**src/rtl/bus_timer_pkg.sv**
```systemverilog
// Shared definitions for the bus_timer block: register offsets, control
// and status bit positions, and the CTRL register layout.
package bus_timer_pkg;

    localparam logic [2:0] REG_CNT_LO   = 3'd0;
    localparam logic [2:0] REG_CNT_HI   = 3'd1;
    localparam logic [2:0] REG_CTRL     = 3'd2;
    localparam logic [2:0] REG_STATUS   = 3'd3;
    localparam logic [2:0] REG_PRESCALE = 3'd4;

    localparam int CTRL_EN   = 0;
    localparam int CTRL_CONT = 1;
    localparam int CTRL_IE   = 2;
    localparam int STATUS_IF = 0;

    // Field order puts en at bit 0, matching the CTRL register layout.
    typedef struct packed {
        logic ie;
        logic cont;
        logic en;
    } ctrl_t;

endpackage

```
**src/rtl/timer_prescaler.sv**
```systemverilog
// Clock prescaler for bus_timer: while enabled it counts down and emits a
// one-cycle tick on reaching zero, giving a tick every reload_value+1 clocks.
module timer_prescaler #(
    parameter int W = 8
) (
    input  logic         clk,
    input  logic         reset,
    input  logic         enable,
    input  logic         reload,
    input  logic [W-1:0] reload_value,
    output logic         tick
);

    logic [W-1:0] count;

    assign tick = enable & (count == '0);

    // NOTE: state registers use non-blocking assignments so every flop samples
    // pre-edge values, independent of statement order across always blocks.
    always_ff @(posedge clk or posedge reset) begin
        if (reset) begin
            count <= '0;
        end else if (reload) begin
            count <= reload_value;
        end else if (enable) begin
            count <= tick ? reload_value : count - 1'b1;
        end
    end

endmodule

```
**src/rtl/bus_timer.sv**
```systemverilog
// Memory-mapped 16-bit interval timer on the 6502 bus: 8-byte register
// window, prescaled down-counter with one-shot/continuous modes and an IRQ.
module bus_timer
    import bus_timer_pkg::*;
#(
    parameter logic [15:0] BASE_ADDR  = 16'hD000,
    parameter int          PRESCALE_W = 8
) (
    input  logic        i_clk,
    input  logic        i_reset,
    input  logic        i_phi2,
    input  logic        i_rw,
    input  logic [15:0] i_addr,
    input  logic [7:0]  i_data,
    output logic [7:0]  o_data,
    output logic        o_sel,
    output logic        o_irq_n
);

    logic                  phi2_q;
    logic                  acc;
    logic                  wr;
    logic                  rd;
    logic [2:0]            offset;
    logic [15:0]           counter;
    logic [15:0]           latch;
    logic [7:0]            snap_hi;
    ctrl_t                 ctrl;
    logic                  irq_flag;
    logic [PRESCALE_W-1:0] prescale;
    logic [7:0]            prescale_ext;
    logic                  tick;
    logic                  presc_reload;
    logic                  underflow;
    logic                  wr_cnt_lo, wr_cnt_hi, wr_ctrl, wr_status, wr_prescale;
    logic                  rd_cnt_lo, rd_status;
    logic                  if_clear;

    assign offset = i_addr[2:0];
    assign o_sel  = (i_addr[15:3] == BASE_ADDR[15:3]);

    // Only the first clock of each phi2-high phase counts as an access.
    assign acc = o_sel & i_phi2 & ~phi2_q;
    assign wr  = acc & ~i_rw;
    assign rd  = acc & i_rw;

    assign wr_cnt_lo   = wr & (offset == REG_CNT_LO);
    assign wr_cnt_hi   = wr & (offset == REG_CNT_HI);
    assign wr_ctrl     = wr & (offset == REG_CTRL);
    assign wr_status   = wr & (offset == REG_STATUS);
    assign wr_prescale = wr & (offset == REG_PRESCALE);
    assign rd_cnt_lo   = rd & (offset == REG_CNT_LO);
    assign rd_status   = rd & (offset == REG_STATUS);

    assign presc_reload = wr_cnt_hi | (wr_ctrl & i_data[CTRL_EN]);
    assign if_clear     = wr_cnt_hi | rd_status | (wr_status & i_data[STATUS_IF]);

    // A CNT_HI load swallows a coincident tick, so no underflow can occur then.
    assign underflow = tick & (counter == 16'h0000) & ~wr_cnt_hi;

    timer_prescaler #(
        .W (PRESCALE_W)
    ) u_prescaler (
        .clk          (i_clk),
        .reset        (i_reset),
        .enable       (ctrl.en),
        .reload       (presc_reload),
        .reload_value (prescale),
        .tick         (tick)
    );

    always_ff @(posedge i_clk or posedge i_reset) begin
        if (i_reset) begin
            phi2_q   <= 1'b0;
            counter  <= '0;
            latch    <= '0;
            snap_hi  <= '0;
            ctrl     <= '0;
            irq_flag <= 1'b0;
            prescale <= '0;
            o_irq_n  <= 1'b1;
        end else begin
            phi2_q  <= i_phi2;
            o_irq_n <= ~(irq_flag & ctrl.ie);

            if (wr_cnt_lo) latch[7:0] <= i_data;

            if (wr_cnt_hi) begin
                latch[15:8] <= i_data;
                counter     <= {i_data, latch[7:0]};
            end else if (tick) begin
                if (counter != 16'h0000) counter <= counter - 16'd1;
                else if (ctrl.cont)      counter <= latch;
            end

            if (rd_cnt_lo) snap_hi <= counter[15:8];

            // A one-shot stops itself; an explicit CTRL write below still wins.
            if (underflow && !ctrl.cont) ctrl.en <= 1'b0;
            if (wr_ctrl) ctrl <= ctrl_t'(i_data[2:0]);

            if (underflow)     irq_flag <= 1'b1;
            else if (if_clear) irq_flag <= 1'b0;

            if (wr_prescale) prescale <= i_data[PRESCALE_W-1:0];
        end
    end

    // NOTE: every variable assigned in always_comb gets a default first, so
    // no path through the block leaves it holding a value (no latch).
    always_comb begin
        prescale_ext                   = '0;
        prescale_ext[PRESCALE_W-1:0]   = prescale;
        o_data                         = 8'h00;
        case (offset)
            REG_CNT_LO:   o_data = counter[7:0];
            REG_CNT_HI:   o_data = snap_hi;
            REG_CTRL:     o_data = {5'b00000, ctrl};
            REG_STATUS:   o_data = {7'b0000000, irq_flag};
            REG_PRESCALE: o_data = prescale_ext;
            default:      o_data = 8'h00;
        endcase
    end

endmodule
```
**config.mk**
```make
export PLATFORM = sky130hd
export DESIGN_NAME = bus_timer
export DESIGN_NICKNAME = d
export VERILOG_FILES = /design/src/rtl/bus_timer_pkg.sv /design/src/rtl/timer_prescaler.sv /design/src/rtl/bus_timer.sv
export SDC_FILE = /design/constraint.sdc
export NUM_CORES = 1
export LEC_CHECK = 0
export ABC_AREA = 1
export CORE_MARGIN = 1.5
export CORE_UTILIZATION = 59
export DETAILED_ROUTE_END_ITERATION = 8
export GPL_TIMING_DRIVEN = 0
export PLACE_DENSITY = 0.82
export SYNTH_ARGS = -nofsm -noshare
export SYNTH_HDL_FRONTEND = slang
export SYNTH_SLANG_ARGS = --single-unit
```
**constraint.sdc**
```tcl
create_clock -name i_clk -period 2.9 [get_ports i_clk]
set_input_delay 0.435 -clock i_clk [delete_from_list [all_inputs] [get_ports i_clk]]
set_output_delay 0.435 -clock i_clk [all_outputs]
set_load 0.01 [all_outputs]
```
==> flow_summary.yaml, run 1 <==
power:
  p_per_area_nw_per_um2: 413
  p_total_w: 0.00187
  leakage_nw: 2.18
  max-vdd-ir-drop_uv: 321
clock_tree:
  clock_insertion_delay_worst_skew_ns: 0.35
  clock_sink_count: 62
  cts_buffer_depth: 2
  post_cts_buffers: 0
  clock_transition_at_path_regs_ns: 0.07
  cts_tree: "built"
  cts_inserted_buffers: 9
  cts.root.buffer_cell: "clkbuf_8"
  cts_hold_buffers: 0
  cts_htree_levels: 3
yosys:
  synth_nets: 535
  mappedNetlistArea_um2: 3810
  yosys_warnings: 0
  synth_largest_area_cell: "dfrtp_1"
  syn-instance-count: 503
  list_of_most_frequent_post_synthesis_cells: "nand2_1, inv_1, dfrtp_1"
  synth-edff-count: 0
  async_flop_share_pct: 100
  synth_area_per_cell_um2: 7.58
  most_repeated_cell_in_the_gate_level_netlist_after_synthesis: "nand2_1"
  synth.distinct_cells: 46
  synth.top_cells.by_area: "dfrtp_1, nand2_1, inv_1"
  synth_seq_area_share_pct: 40.7
  synth_top_area_share_pct: 40.0
  yosys_register_bits: 62
  most_common_flop_cell_mapped_by_yosys: "dfrtp_1"
final_layout:
  area_growth_pct: 19.0
  antenna_cells_inserted: 0
  final_net_count: 584
  layout_cell_share_with_drive_strength_beyond_1_pct: 14.0
  final_util_pct: 71.9
  fillCellCount: 528
die:
  die_x_um: 83.4
  dieHeight_um: 83.4
  start_util_pct: 60.4
  coreArea_um2: 6310
  i_o_pin_cnt: 38
  number_of_rows_created_at_floorplan: 29
  die_area_um2: 6960
sta:
  rsz_0062_raised_after_global_routing: "false"
  period_share_pct: 98.1
  period_needed_ns: 2.85
  final-setup-viol-count: 0
  tightest_slew_ns: 0.669
  fin_skew_ns: 0.00533
  timing.final.hold_violations: 0
  maxSlewViolCount: 0
  max_clock_freq_mhz: 351
  max_slew_margin_pct: 55.3
critical_path:
  critical_path.endpoint: "o_data[1]"
  family_with_the_most_delay_on_the_worst_path: "buffers and inverters"
  worst-endpoint-required_ns: 2.47
  timing.critical_path.from: "i_addr[0]"
  timing_worst_setup_path_type: "in -> out"
  r2r_slack_ns: 0.95
  critical_path_depth: 7
  crit_path_cell_trace: "clkdlybuf4s50_1 > nor2_1 > inv_1 > nor2_2 > inv_1 > o2111ai_1 > clkdlybuf4s50_1"
  worstPathArrival_ns: 2.41
  r2r-start: "counter[0]$_DFFE_PP0P_"
  worstPathMaxFanout: 8
  number_of_cells_on_the_worst_reg_to_reg_path: 13
  cp-end-kind: "output pin"
  worst_r2r_endpoint: "counter[2]$_DFFE_PP0P_"
  cpPeakStageDelay_ns: 0.58
  crit_path_top_delay_cell: "clkdlybuf4s50_1"
  critPathBufInv: 4
  start_kind: "input port"
routing:
  detail_route.vias_per_cell: 5.63
  remaining_drc_errors: 0
  route.detailed.wl_per_inst_um: 16.1
  drt_first_pass_iters: 5
  drt_first_iter_violations: 263
  via_count: 3568
  routed_wirelength_um: 10200
  final_antenna_net_count: 0
job:
  max-cap-violations: 0
min_path:
  hold_path_class: "reg -> reg"
global_route:
  grt_pass1_wl_um: 16900
  gr-usage-met2_pct: 48.6
  number_of_global_route_vias_before_repair: 3392
  grt_util_all_layers_pct: 31.2
  global_route.usage.met3_pct: 5.17
  grt_max_degree: 34
  groute.layer.met1.usage_pct: 43.4
  antenna_found_initial: 0
  gr-total-overflow: 0
  grt_most_used_layer: "met2"
placement:
  globalplace.congestion: 0.920
  place.detailed.hpwl_um: 7820
  number_of_port_buffers: 37
outcome:
  run_status: "completed"
## layer usage
layer / wire length (um) / vias to the layer above / part of all wire [%]
li1: - / 1727 / -
met1: 4450 / 1675 / 44
met2: 4800 / 143 / 47
met3: 673 / 23 / 6.6
met4: 265 / 0 / 2.6
met5: 0 / - / 0
## state kept, by name (all words and copies together), names as in the netlist
register	flops
counter	16
ctrl	3
irq_flag	1
latch	16
o_irq_n	1
phi2_q	1
prescale	8
snap_hi	8
u_prescaler.count	8
## through the flow
step           TNS (ns)  hold slack (ns)  setup WS [ns]  area [um2]  std cells
2_1_floorplan         0            0.391          0.925        3810        503
3_3_place_gp      -9.94            0.413         -0.166        4280        617
3_5_place_dp          0            0.415        0.00367        4300        618
4_1_cts               0            0.424         0.0477        4540        634
5_1_grt               0            0.438         0.0310        4540        634
6_report              0            0.417         0.0544        4540        634
## cells by family after synthesis
kind of cell,synth area share [%]
AND/OR/NAND/NOR,34.2
buffers and inverters,9.71
AO/OA/AOI/OAI,10.9
flip-flops,40.7
XOR/XNOR,3.21
adder cells (fa/ha/maj),1.31
## layout make-up
class,instances,area (um2),area share (%)
plain buffers,9,72.6,1.60
clock buffers,13,169,3.72
clock inverters,3,65.1,1.43
inverters,77,298,6.56
multi-input cells,355,1900,41.8
flip-flops and latches,62,1550,34.2
well taps,77,96.3,2.12
repair buffers,38,390,8.60
## what timing repair did
item                                    in CTS  in global routing
gates resized for setup                      1                  2
endpoints found under the setup margin       1                  1
hold endpoints to repair                     0                  0
## cell usage in the layout, fill, tap and decap left out, types with 2 or more instances in the layout
master,count
nor2_1,34
nand2_2,14
o221ai_1,5
nor3_1,6
o21ai_0,43
nand3_1,32
dfrtp_1,61
buf_2,3
nor2_4,2
clkbuf_8,12
nand3_2,9
nor2_2,9
inv_1,68
nand2_4,3
clkinv_2,2
ha_1,4
o21ai_1,9
o2111ai_1,2
o211ai_1,2
bufinv_16,2
buf_12,2
nand4_1,19
buf_6,2
inv_2,6
clkbuf_1,3
clkdlybuf4s50_1,37
nand2_1,130
o21ai_2,3
xor2_1,13
## power by group
part	total, W	leakage (nW)	internal, W	switching, W
clock	0.000902	0.120	0.000553	0.000348
combinational	0.000106	1.29	0.0000499	0.0000561
sequential	0.000866	0.767	0.000866	0.000000550
## worst min-delay path by stage
stage	slack, ns	cells after the start	endpoint	from
floorplan	0.39	1	o_irq_n$_DFF_PP1_	irq_flag$_DFFE_PP0P_
global placement	0.41	1	o_irq_n$_DFF_PP1_	irq_flag$_DFFE_PP0P_
detailed placement	0.41	1	o_irq_n$_DFF_PP1_	irq_flag$_DFFE_PP0P_
CTS	0.42	1	o_irq_n$_DFF_PP1_	irq_flag$_DFFE_PP0P_
global route	0.44	1	o_irq_n$_DFF_PP1_	irq_flag$_DFFE_PP0P_
finish	0.42	1	o_irq_n$_DFF_PP1_	irq_flag$_DFFE_PP0P_
Power figures use the tool's default switching activity.
==> inputs of run 2 (changes only) <==
Settings changed: RECOVER_POWER set to 50, SKIP_CTS_REPAIR_TIMING set to 1.
==> run 2 against run 1 <==
Against the previous run: total power is essentially flat; register-to-register slack is essentially flat; hold slack gained 0.0030 ns; sequential share of layout area grew 0.22 points; critical endpoint unchanged; largest power group unchanged; highest routed layer unchanged.
==> flow_summary.yaml, run 2 (same netlist as run 1, synthesis figures left out) <==
sta:
  timing.final.hold_violations: 0
  tightest_slew_ns: 1.20
  fin_skew_ns: 0.00557
  period_share_pct: 97.2
  max_slew_margin_pct: 20.2
  rsz_0062_raised_after_global_routing: "false"
  final_critical_path_setup_slack_ns: 0.0805
  max_clock_freq_mhz: 355
  maxSlewViolCount: 0
  period_needed_ns: 2.82
  final-setup-viol-count: 0
critical_path:
  r2r_slack_ns: 0.95
  cpPeakStageDelay_ns: 0.58
  worstPathArrival_ns: 2.38
  worst_r2r_endpoint: "counter[2]$_DFFE_PP0P_"
  worstPathMaxFanout: 8
  r2r-start: "counter[0]$_DFFE_PP0P_"
  timing_worst_setup_path_type: "in -> out"
  start_kind: "input port"
  crit_path_top_delay_cell: "clkdlybuf4s50_1"
  cp-end-kind: "output pin"
  crit_path_cell_trace: "clkdlybuf4s50_1 > nor2_1 > inv_1 > nor2_2 > inv_1 > o2111ai_1 > clkdlybuf4s50_1"
  critPathBufInv: 4
  worst-endpoint-required_ns: 2.47
  family_with_the_most_delay_on_the_worst_path: "buffers and inverters"
  number_of_cells_on_the_worst_reg_to_reg_path: 13
die:
  coreArea_um2: 6310
  i_o_pin_cnt: 38
  number_of_rows_created_at_floorplan: 29
  die_x_um: 83.4
  die_area_um2: 6960
  dieHeight_um: 83.4
  start_util_pct: 60.4
global_route:
  grt_util_all_layers_pct: 31.2
  gr-total-overflow: 0
  antenna_found_initial: 0
  grt_pass1_wl_um: 16900
  number_of_global_route_vias_before_repair: 3394
  grt_max_degree: 34
power:
  clkPwrFrac_pct: 48.3
  max-vdd-ir-drop_uv: 320
  intPower_w: 0.00147
  leakage_nw: 2.17
  seq_power_share_pct: 46.2
  p_per_area_nw_per_um2: 416
  net_switching_power_w: 0.000409
  power.switching_fraction_pct: 21.8
  portion_of_total_power_attributed_to_combinational_logic_pct: 5.5
routing:
  via_count: 3583
  final_antenna_net_count: 0
  detail_route.vias_per_cell: 5.65
  drt_first_iter_violations: 304
  route.detailed.wl_per_inst_um: 16.2
  routed_wirelength_um: 10300
  remaining_drc_errors: 0
  drt_first_pass_iters: 5
final_layout:
  area_growth_pct: 18.3
  antenna_cells_inserted: 0
  layout.cells.most_common: "nand2_1"
  final_net_count: 584
  largest_registers: "counter: 16 flops, latch: 16 flops"
  final_area_um2: 4510
  final_cell_mix: "nand2_1, inv_1, dfrtp_1, o21ai_0"
  fillCellCount: 533
  layout_cell_share_with_drive_strength_beyond_1_pct: 13.5
placement:
  number_of_port_buffers: 37
  post-place-ws_ns: 0.00367
  placed_area_um2: 4300
  place.detailed.hpwl_um: 7820
  globalplace.congestion: 0.920
min_path:
  hold_path_end: "o_irq_n$_DFF_PP1_"
  hp-start: "irq_flag$_DFFE_PP0P_"
  hold_depth: 1
  hold_path_class: "reg -> reg"
clock_tree:
  cts_buffer_depth: 2
  clock_transition_at_path_regs_ns: 0.07
  cts_inserted_buffers: 9
  cts_tree: "built"
  cts.root.buffer_cell: "clkbuf_8"
  cts_htree_levels: 3
  clock_sink_count: 62
  clock_insertion_delay_worst_skew_ns: 0.36
outcome:
  run_status: "completed"
job:
  max-cap-violations: 0
run 2: cell count changes in the layout (fill, tap and decap cells not counted), sizes merged:
cell | previous run | this run
clkbuf | 15 | 16
clkdlybuf4s50 | 37 | 35
dlygate4sd3 | 0 | 2
buf | 8 | 7
run 2: worst max path at each step:
stage	from	to	slack, ns	cells after the start
floorplan	i_reset	counter[0]$_DFFE_PP0P_	0.93	1
global placement	i_reset	u_prescaler.count[2]$_DFFE_PP0P_	-0.17	2
detailed placement	i_addr[0]	o_data[1]	0.004	7
CTS	i_addr[0]	o_data[1]	-0.02	7
global route	i_addr[0]	o_data[0]	0.05	9
finish	i_addr[0]	o_data[1]	0.08	7
run 2: area by class of cell:
| cell class | count | area (um2) | area share, % |
|---|---|---|---|
| multi-input combinational | 355 | 1880 | 41.7 |
| sequential | 62 | 1550 | 34.4 |
| timing repair buffer | 38 | 375 | 8.32 |
| inverter | 77 | 298 | 6.60 |
| clock buffer | 13 | 169 | 3.74 |
| tap | 77 | 96.3 | 2.14 |
| buffer | 9 | 72.6 | 1.61 |
| clock inverter | 3 | 65.1 | 1.44 |
run 2: power groups by stage:
stage	registers, W	logic [W]	clock network, W
2_1_floorplan	0.000882	0.0000390	0
4_1_cts	0.000866	0.000107	0.000909
5_1_grt	0.000865	0.000112	0.000952
3_3_place_gp	0.000883	0.0000997	0
3_5_place_dp	0.000883	0.000106	0
6_report	0.000866	0.000103	0.000906
run 2: per-layer routing:
| layer | track usage [%] | wire length [um] |
|---|---|---|
| met1 | 43.4 | 4480 |
| met2 | 48.6 | 4820 |
| met3 | 5.17 | 708 |
| met4 | 13.3 | 259 |
| met5 | 0 | 0 |
run 2: worst register-to-register path, cell delays in order (launching register included):
cell and delay (ns):
dfrtp_1 0.40, inv_1 0.18, ha_1 0.21, nand4_1 0.12, nor2_2 0.15, nand2_4 0.12
clkinv_2 0.10, nand2_4 0.05, nand2_4 0.09, nand2_8 0.08, inv_8 0.10, buf_12 0.14
nand2_2 0.04, o21ai_1 0.08
run 2: per-stage QoR:
step	TNS, ns	utilization [%]	hold slack [ns]	total power (W)	instances
after floorplan	0	-	0.391	0.000921	503
after global placement	-9.94	67.8	0.413	0.000982	617
after detailed placement	0	68.1	0.415	0.000988	618
after CTS	-0.0225	71.8	0.424	0.00188	634
after global routing	0	71.5	0.438	0.00193	634
final	0	71.5	0.420	0.00187	634
